[src/rtl/pw_pkg.sv]
// Shared definitions for the Picowizard gen2 core.
// Contents:
//   state_e   - top-level FSM states (FETCH, EXEC, HALT)
//   CLS_*     - opcode class field Op[7:6]
//   ALU_*     - ALU subop {Op[5], Op[2]}
//   REG_*     - register indices for the RA/RB fields
//   op_sub()  - extracts the split subop field from an opcode
package pw_pkg;

  typedef enum logic [1:0] {
    FETCH = 2'd0,
    EXEC  = 2'd1,
    HALT  = 2'd2
  } state_e;

  localparam logic [1:0] CLS_MOV = 2'b00;
  localparam logic [1:0] CLS_ALU = 2'b01;
  localparam logic [1:0] CLS_MEM = 2'b10;
  localparam logic [1:0] CLS_IMM = 2'b11;

  localparam logic [1:0] ALU_ADD  = 2'b00;
  localparam logic [1:0] ALU_ADC  = 2'b01;
  localparam logic [1:0] ALU_NAND = 2'b10;
  localparam logic [1:0] ALU_XOR  = 2'b11;

  // Memory-class subops share the same {Op5, Op2} encoding
  localparam logic [1:0] MEM_LD  = 2'b00;
  localparam logic [1:0] MEM_ST  = 2'b01;
  localparam logic [1:0] MEM_JZ  = 2'b10;
  localparam logic [1:0] MEM_JAL = 2'b11;

  localparam logic [1:0] REG_A   = 2'd0;
  localparam logic [1:0] REG_B   = 2'd1;
  localparam logic [1:0] REG_C   = 2'd2;
  localparam logic [1:0] REG_SEG = 2'd3;

  function automatic logic [1:0] op_sub(input logic [7:0] op);
    return {op[5], op[2]};
  endfunction

endpackage

[src/rtl/pw_alu.sv]
// Combinational ALU for the Picowizard gen2 core.
// Ports:
//   i_a, i_b  [DATA_W]  operands (RA, RB values)
//   i_sub     [2]       ALU subop (ADD/ADC/NAND/XOR)
//   i_cin     [1]       carry-in, used by ADC only
//   o_res     [DATA_W]  result
//   o_cout    [1]       carry-out; forced to 1 for the logic ops
module pw_alu
  import pw_pkg::*;
#(
  parameter int DATA_W = 8
) (
  input  logic [DATA_W-1:0] i_a,
  input  logic [DATA_W-1:0] i_b,
  input  logic [1:0]        i_sub,
  input  logic              i_cin,
  output logic [DATA_W-1:0] o_res,
  output logic              o_cout
);

  logic [DATA_W:0] w_sum;

  always_comb begin
    w_sum  = '0;
    o_res  = '0;
    o_cout = 1'b1;
    case (i_sub)
      ALU_ADD: begin
        w_sum  = {1'b0, i_a} + {1'b0, i_b};
        o_res  = w_sum[DATA_W-1:0];
        o_cout = w_sum[DATA_W];
      end
      ALU_ADC: begin
        w_sum  = {1'b0, i_a} + {1'b0, i_b} + {{DATA_W{1'b0}}, i_cin};
        o_res  = w_sum[DATA_W-1:0];
        o_cout = w_sum[DATA_W];
      end
      ALU_NAND: o_res = ~(i_a & i_b);
      default:  o_res = i_a ^ i_b;
    endcase
  end

endmodule

[src/rtl/pw_core_gen2.sv]
// Picowizard gen2 CPU core: registers A/B/C/SEG, FETCH/EXEC/HALT FSM,
// memory ready handshake and sticky halt on program-counter wrap.
// Optional trace outputs are enabled by defining PW_TRACE_EN.
// Ports:
//   i_clk, i_rst          clock, synchronous active-high reset
//   i_data_in  [DATA_W]   read data, valid when i_mem_ready=1
//   i_mem_ready           completes the active read/write this cycle
//   o_ld_mem / o_wrt_mem  read / write request
//   o_data_out [DATA_W]   write data
//   o_adr_out  [2*DATA_W] access address
//   o_halted              set after PC wrap, cleared only by reset
//   (PW_TRACE_EN) o_retire_valid, o_retire_pc, o_retire_op
// All outputs are registers. Requests for FETCH are issued the same edge
// the FSM enters FETCH; memory requests in EXEC are issued one cycle after
// entry, once the opcode is registered, which gives 2-cycle non-memory and
// 3-cycle memory instructions with no wait states.
module pw_core_gen2
  import pw_pkg::*;
#(
  parameter int                    DATA_W   = 8,
  parameter logic [2*DATA_W-1:0]   RESET_PC = '0
) (
  input  logic                  i_clk,
  input  logic                  i_rst,
  input  logic [DATA_W-1:0]     i_data_in,
  input  logic                  i_mem_ready,
  output logic                  o_ld_mem,
  output logic                  o_wrt_mem,
  output logic [DATA_W-1:0]     o_data_out,
  output logic [2*DATA_W-1:0]   o_adr_out,
  output logic                  o_halted
`ifdef PW_TRACE_EN
  ,
  output logic                  o_retire_valid,
  output logic [2*DATA_W-1:0]   o_retire_pc,
  output logic [7:0]            o_retire_op
`endif
);

  localparam int ADDR_W = 2 * DATA_W;

  state_e                   r_state, w_state_next;
  logic [3:0][DATA_W-1:0]   r_regs, w_regs_next;
  logic                     r_carry, w_carry_next;
  logic [ADDR_W-1:0]        r_pc, w_pc_next;
  logic                     r_wrap, w_wrap_next;
  logic [7:0]               r_op, w_op_next;

  logic                     r_ld_mem, w_ld_mem_next;
  logic                     r_wrt_mem, w_wrt_mem_next;
  logic [DATA_W-1:0]        r_data_out, w_data_out_next;
  logic [ADDR_W-1:0]        r_adr_out, w_adr_out_next;
  logic                     r_halted, w_halted_next;

  // Decode of the registered opcode
  logic [1:0]        w_cls, w_sub, w_ra, w_rb;
  logic [DATA_W-1:0] w_ra_val, w_rb_val;
  logic [ADDR_W-1:0] w_mem_adr;
  logic              w_req, w_accept;
  logic              w_pc_carry;
  logic [ADDR_W-1:0] w_pc_inc;
  logic              w_done, w_jump;
  logic [DATA_W-1:0] w_alu_res;
  logic              w_alu_cout;

  assign w_cls     = r_op[7:6];
  assign w_sub     = op_sub(r_op);
  assign w_ra      = r_op[4:3];
  assign w_rb      = r_op[1:0];
  assign w_ra_val  = r_regs[w_ra];
  assign w_rb_val  = r_regs[w_rb];
  assign w_mem_adr = {r_regs[REG_SEG], w_rb_val};

  // MemReady only counts while a request is actually on the bus
  assign w_req    = r_ld_mem | r_wrt_mem;
  assign w_accept = w_req & i_mem_ready;

  assign {w_pc_carry, w_pc_inc} = {1'b0, r_pc} + (ADDR_W + 1)'(1);

  pw_alu #(.DATA_W(DATA_W)) u_alu (
    .i_a    (w_ra_val),
    .i_b    (w_rb_val),
    .i_sub  (w_sub),
    .i_cin  (r_carry),
    .o_res  (w_alu_res),
    .o_cout (w_alu_cout)
  );

  // State register
  always_ff @(posedge i_clk) begin
    if (i_rst) r_state <= FETCH;
    else       r_state <= w_state_next;
  end

  // Next-state and datapath update
  always_comb begin
    w_state_next = r_state;
    w_regs_next  = r_regs;
    w_carry_next = r_carry;
    w_pc_next    = r_pc;
    w_wrap_next  = r_wrap;
    w_op_next    = r_op;
    w_done       = 1'b0;
    w_jump       = 1'b0;
    case (r_state)
      FETCH: begin
        if (w_accept) begin
          w_op_next    = i_data_in[7:0];
          w_pc_next    = w_pc_inc;
          w_wrap_next  = r_wrap | w_pc_carry;
          w_state_next = EXEC;
        end
      end
      EXEC: begin
        case (w_cls)
          CLS_MOV: begin
            w_regs_next[w_ra] = w_rb_val;
            w_done = 1'b1;
          end
          CLS_ALU: begin
            w_regs_next[w_ra] = w_alu_res;
            w_carry_next = w_alu_cout;
            w_done = 1'b1;
          end
          CLS_MEM: begin
            case (w_sub)
              MEM_LD: begin
                if (w_accept) begin
                  w_regs_next[w_ra] = i_data_in;
                  w_done = 1'b1;
                end
              end
              MEM_ST: w_done = w_accept;
              MEM_JZ: begin
                if (w_ra_val == '0) begin
                  w_pc_next = w_mem_adr;
                  w_jump    = 1'b1;
                end
                w_done = 1'b1;
              end
              default: begin
                // JAL: target from pre-write RA/RB, return PC into {C,B}
                w_pc_next             = {w_ra_val, w_rb_val};
                w_regs_next[REG_C]    = r_pc[ADDR_W-1:DATA_W];
                w_regs_next[REG_B]    = r_pc[DATA_W-1:0];
                w_jump                = 1'b1;
                w_done                = 1'b1;
              end
            endcase
          end
          default: begin
            // LDI: the immediate would sit past the wrapped PC, so abort
            if (r_wrap) begin
              w_state_next = HALT;
            end else if (w_accept) begin
              w_regs_next[w_ra] = i_data_in;
              w_pc_next = w_pc_inc;
              w_done = 1'b1;
            end
          end
        endcase
        if (w_done) begin
          if (w_jump) begin
            w_wrap_next  = 1'b0;
            w_state_next = FETCH;
          end else if (r_wrap) begin
            w_state_next = HALT;
          end else begin
            w_state_next = FETCH;
          end
        end
      end
      default: w_state_next = HALT;
    endcase
  end

  // Output register next values
  always_comb begin
    w_ld_mem_next   = r_ld_mem;
    w_wrt_mem_next  = r_wrt_mem;
    w_data_out_next = r_data_out;
    w_adr_out_next  = r_adr_out;
    w_halted_next   = (w_state_next == HALT);
    case (r_state)
      FETCH: begin
        if (!w_req) begin
          w_ld_mem_next  = 1'b1;
          w_adr_out_next = r_pc;
        end else if (w_accept) begin
          w_ld_mem_next  = 1'b0;
        end
      end
      EXEC: begin
        if (w_state_next != EXEC) begin
          // Leaving EXEC: either start the next fetch or go quiet in HALT
          w_ld_mem_next  = (w_state_next == FETCH);
          w_wrt_mem_next = 1'b0;
          w_adr_out_next = w_pc_next;
        end else if (!w_req) begin
          if (w_cls == CLS_IMM) begin
            w_ld_mem_next  = 1'b1;
            w_adr_out_next = r_pc;
          end else if (w_sub == MEM_ST) begin
            w_wrt_mem_next  = 1'b1;
            w_adr_out_next  = w_mem_adr;
            w_data_out_next = w_ra_val;
          end else begin
            w_ld_mem_next  = 1'b1;
            w_adr_out_next = w_mem_adr;
          end
        end
      end
      default: begin
        w_ld_mem_next  = 1'b0;
        w_wrt_mem_next = 1'b0;
      end
    endcase
  end

  always_ff @(posedge i_clk) begin
    if (i_rst) begin
      r_regs     <= '0;
      r_carry    <= 1'b0;
      r_pc       <= RESET_PC;
      r_wrap     <= 1'b0;
      r_op       <= '0;
      r_ld_mem   <= 1'b0;
      r_wrt_mem  <= 1'b0;
      r_data_out <= '0;
      r_adr_out  <= '0;
      r_halted   <= 1'b0;
    end else begin
      r_regs     <= w_regs_next;
      r_carry    <= w_carry_next;
      r_pc       <= w_pc_next;
      r_wrap     <= w_wrap_next;
      r_op       <= w_op_next;
      r_ld_mem   <= w_ld_mem_next;
      r_wrt_mem  <= w_wrt_mem_next;
      r_data_out <= w_data_out_next;
      r_adr_out  <= w_adr_out_next;
      r_halted   <= w_halted_next;
    end
  end

  assign o_ld_mem   = r_ld_mem;
  assign o_wrt_mem  = r_wrt_mem;
  assign o_data_out = r_data_out;
  assign o_adr_out  = r_adr_out;
  assign o_halted   = r_halted;

`ifdef PW_TRACE_EN
  logic [ADDR_W-1:0] r_op_pc;
  logic              r_retire_valid;
  logic [ADDR_W-1:0] r_retire_pc;
  logic [7:0]        r_retire_op;

  always_ff @(posedge i_clk) begin
    if (i_rst) begin
      r_op_pc        <= '0;
      r_retire_valid <= 1'b0;
      r_retire_pc    <= '0;
      r_retire_op    <= '0;
    end else begin
      if (r_state == FETCH && w_accept) r_op_pc <= r_pc;
      r_retire_valid <= (r_state == EXEC) && w_done;
      if ((r_state == EXEC) && w_done) begin
        r_retire_pc <= r_op_pc;
        r_retire_op <= r_op;
      end
    end
  end

  assign o_retire_valid = r_retire_valid;
  assign o_retire_pc    = r_retire_pc;
  assign o_retire_op    = r_retire_op;
`endif

endmodule

[config.mk]
export PLATFORM = sky130hd
export DESIGN_NAME = pw_core_gen2
export DESIGN_NICKNAME = d
export VERILOG_FILES = /design/src/rtl/pw_pkg.sv /design/src/rtl/pw_alu.sv /design/src/rtl/pw_core_gen2.sv
export SDC_FILE = /design/constraint.sdc
export NUM_CORES = 1
export LEC_CHECK = 0
export ABC_AREA = 1
export CAP_MARGIN = 10
export CORE_ASPECT_RATIO = 1.4
export CORE_MARGIN = 2
export CORE_UTILIZATION = 56
export CTS_CLUSTER_SIZE = 14
export DETAILED_ROUTE_END_ITERATION = 10
export PLACE_DENSITY = 0.8
export SLEW_MARGIN = 0
export SYNTH_ARGS = -nofsm -noshare
export SYNTH_HDL_FRONTEND = slang
export SYNTH_HIERARCHICAL = 1
export SYNTH_SLANG_ARGS = --single-unit
[constraint.sdc]
create_clock -name i_clk -period 3.4 [get_ports i_clk]
set_input_delay 0.68 -clock i_clk [delete_from_list [all_inputs] [get_ports i_clk]]
set_output_delay 0.68 -clock i_clk [all_outputs]
set_load 0.005 [all_outputs]
==> impl_metrics.env <==
export IMPL_min_period_ns=3.313
export IMPL_seq_area_frac_synth_pct=21.91
export IMPL_drtAntennaViolNets=0
export IMPL_path_buf_inv=6
export IMPL_crit_type="flip-flop to flip-flop"
export IMPL_grt_pass1_wl_um=48200
export IMPL_cp_depth=23
export IMPL_crit_path_max_fanout=8
export IMPL_wirelength_um=30910
export IMPL_drt_initial_drc_count=1082
export IMPL_synth_area_um2=7950
export IMPL_maxSlewViolCount=0
export IMPL_gr_total_overflow=0
export IMPL_setup_viol=0
export IMPL_place_area_um2=8795
export IMPL_fin_tns_setup_ns=0
export IMPL_arrival_ns=3.54
export IMPL_holdBufCountCts=0
export IMPL_ff2ff_setup_slack_ns=0.09
export IMPL_finalCritPeriodShare_pct=97.44
export IMPL_rsz0062_at_grt="true"
export IMPL_dp_cells=1559
export IMPL_hp_class="flip-flop to flip-flop"
export IMPL_syn_nets=1355
export IMPL_coreArea_um2=13910
export IMPL_synth_cell_type_count=45
export IMPL_syn_area_per_cell_um2=5.987
export IMPL_antenna_found_initial=0
export IMPL_io_buffers=37
export IMPL_maxCapViolations=0
export IMPL_hold_viol=0
export IMPL_required_ns=3.62
export IMPL_dp_hpwl_um=22440
export IMPL_area_growth_pct=17.45
export IMPL_synth_seq_cells=87
export IMPL_fin_area_um2=9338
export IMPL_crit_path_top_delay_cell="fa_1"
export IMPL_cp_start_kind="flip-flop"
export IMPL_p_total_uw=3508
export IMPL_num_rows=51
export IMPL_grtUsageTotal_pct=40.05
export IMPL_routedWlPerCell_um=19.51
export IMPL_vias_per_cell=6.253
export IMPL_layout_common_cells="331 x nand2_1, 170 x a21oi_1, 122 x inv_1"
export IMPL_reg2reg_to="r_regs[22]"
export IMPL_rr_worst_depth=23
export IMPL_diodes=0
export IMPL_grt_max_degree=46
export IMPL_endpoint="r_regs[22]"
export IMPL_vias=9905
export IMPL_pin_count=38
export IMPL_relSlewSlack_pct=39.77
export IMPL_startpoint="r_op[3]"
export IMPL_ctsLongestPathBuffers=2
export IMPL_drc=0
export IMPL_max_vdd_ir_drop_v=0.0002414
export IMPL_die_w_um=104.7
export IMPL_critical_path_max_stage_delay_ns=0.48
export IMPL_die_h_um=145.0
export IMPL_clock_sinks=87
export IMPL_p_leak_uw=0.003966
export IMPL_synth_edf_count=0
export IMPL_h_tree_depth=3
export IMPL_fin_nets=1421
export IMPL_die_area_um2=15180
export IMPL_cts_reportedPaths_clkPinSlew_ns=0.07
export IMPL_dr_pass1_iters=8
export IMPL_reg2reg_from="r_op[3]"
export IMPL_layout_commonest_cell="nand2_1"
export IMPL_cts_tree="done"
export IMPL_worst_pin_slew_ns=0.9025
export IMPL_gp_congestion=1.005
export IMPL_run_status="finished, final reports clean"
export IMPL_final_cells=1584
export IMPL_yosysWarnings=6
export IMPL_cts_root_buf="clkbuf_16"
export IMPL_p_per_area_nw_per_um2=375.6
export IMPL_async_reset_ff_share_pct=0
export IMPL_grt_pass1_vias=9089
export IMPL_max_freq_ghz=0.3018
export IMPL_synth_cells=1328
export IMPL_cp_top_family="simple AND/OR/NAND/NOR gates"
export IMPL_yosys_most_used_dff="dfxtp_1"
export IMPL_cts_inserted_buffers=9
export IMPL_drive_gt1_share_pct=16.01
export IMPL_cp_end_kind="flip-flop"
export IMPL_start_util_pct=57.15
export IMPL_crit_chain="inv_2 > buf_6 > nand3_1 > nand2_1 > nor2_2 > inv_1 > inv_1 > fa_1 > inv_2 > ha_4 > inv_2 > nor2_4 > nand3_2 > nor2_2 > nand2_2 > nor2_4 > nor2_2 > nand2_1 > nand4_1 > o21ai_1 > a21oi_1 > o311ai_1 > a21oi_1"
export IMPL_skew_ns=0.008702
export IMPL_clkLatencyLatePin_ns=0.36
repair_timing:
item / CTS / global route
buffers inserted: 0 / 9
gates resized for setup: 4 / 43
endpoints found under the setup margin: 7 / 26
pin swaps: 0 / 18
metrics by stage:
stage,hold WS [ns],utilization (%),setup WS (ns)
6_report,0.4663,67.13,0.08691
5_1_grt,0.4909,67.13,-0.1945
4_1_cts,0.4704,65.57,0.01813
3_5_place_dp,0.4593,63.22,-0.09264
3_3_place_gp,0.4511,63.22,-0.01266
2_1_floorplan,0.4539,-,0.1046
layout make-up:
class,instances,area (um2)
clock buffers,9,225.2
clock inverters,7,96.34
fillers,1331,4573
inverters,154,588.1
multi-input cells,1017,5390
flip-flops and latches,87,1757
well taps,185,231.5
repair buffers,125,1050
cell usage after synthesis (12+ instances only):
cell type / number / area, um2
a21oi_1: 171 / 855.8
inv_1: 129 / 484.2
clkbuf_1: 49 / 183.9
inv_2: 20 / 75.07
ha_1: 15 / 187.7
o211ai_1: 24 / 180.2
nor2_1: 101 / 379.1
nand3_2: 17 / 170.2
nand2_1: 333 / 1250
o22ai_1: 26 / 162.7
nand4_1: 12 / 75.07
nand3_1: 59 / 295.3
nor2_4: 12 / 135.1
o311ai_1: 13 / 113.9
dfxtp_1: 87 / 1742
nand2_2: 16 / 100.1
o21ai_0: 117 / 585.6
a31oi_1: 12 / 75.07
routing by layer:
metal	up-vias	GRT usage (%)	wire length [um]
met1	4393	47.58	10970
li1	4614	-	-
met5	-	0	0
met4	0	29.60	2674
met2	696	63.76	13820
met3	202	7.637	3443
cells by family after synthesis:
group / share of synthesized area, %
and+or+nand+nor: 32.85
AOI/OAI and AO/OA: 29.93
buffers and inverters: 11.71
DFF: 21.91
adders and majority gates: 2.613
xor gates and xnor gates: 0.9916
report_power, final:
part | total (uW) | internal [uW] | switching (uW)
sequential | 1130 | 1070 | 66.8
clock | 1130 | 646 | 487
combinational | 1240 | 435 | 807
total | 3510 | 2150 | 1360
worst min path at each step:
stage / from / end / slack, ns / cells after the start
after floorplan: r_carry / r_carry / 0.45 / 2
after global placement: o_adr_out[11] / o_adr_out[11] / 0.45 / 2
after detailed placement: o_adr_out[8] / o_adr_out[8] / 0.46 / 2
after CTS: o_adr_out[8] / o_adr_out[8] / 0.47 / 2
after global routing: o_adr_out[4] / o_adr_out[4] / 0.49 / 2
final: o_adr_out[8] / o_adr_out[8] / 0.47 / 2
state kept, by name, indices dropped and copies added, names as in the netlist:
name,count
r_pc,16
o_ld_mem,1
r_carry,1
r_state,2
o_data_out,8
r_wrap,1
o_adr_out,16
o_wrt_mem,1
r_op,8
o_halted,1
r_regs,32
worst reg2reg max path: cells and delay by family, from the launching register on:
kind | cells | cell delay [ns]
adders and majority gates | 2 | 0.62
DFF | 1 | 0.36
AOI/OAI and AO/OA | 4 | 0.64
and+or+nand+nor | 11 | 1.01
buffers and inverters | 6 | 0.55
No activity file was read; power rests on OpenSTA's default activity.
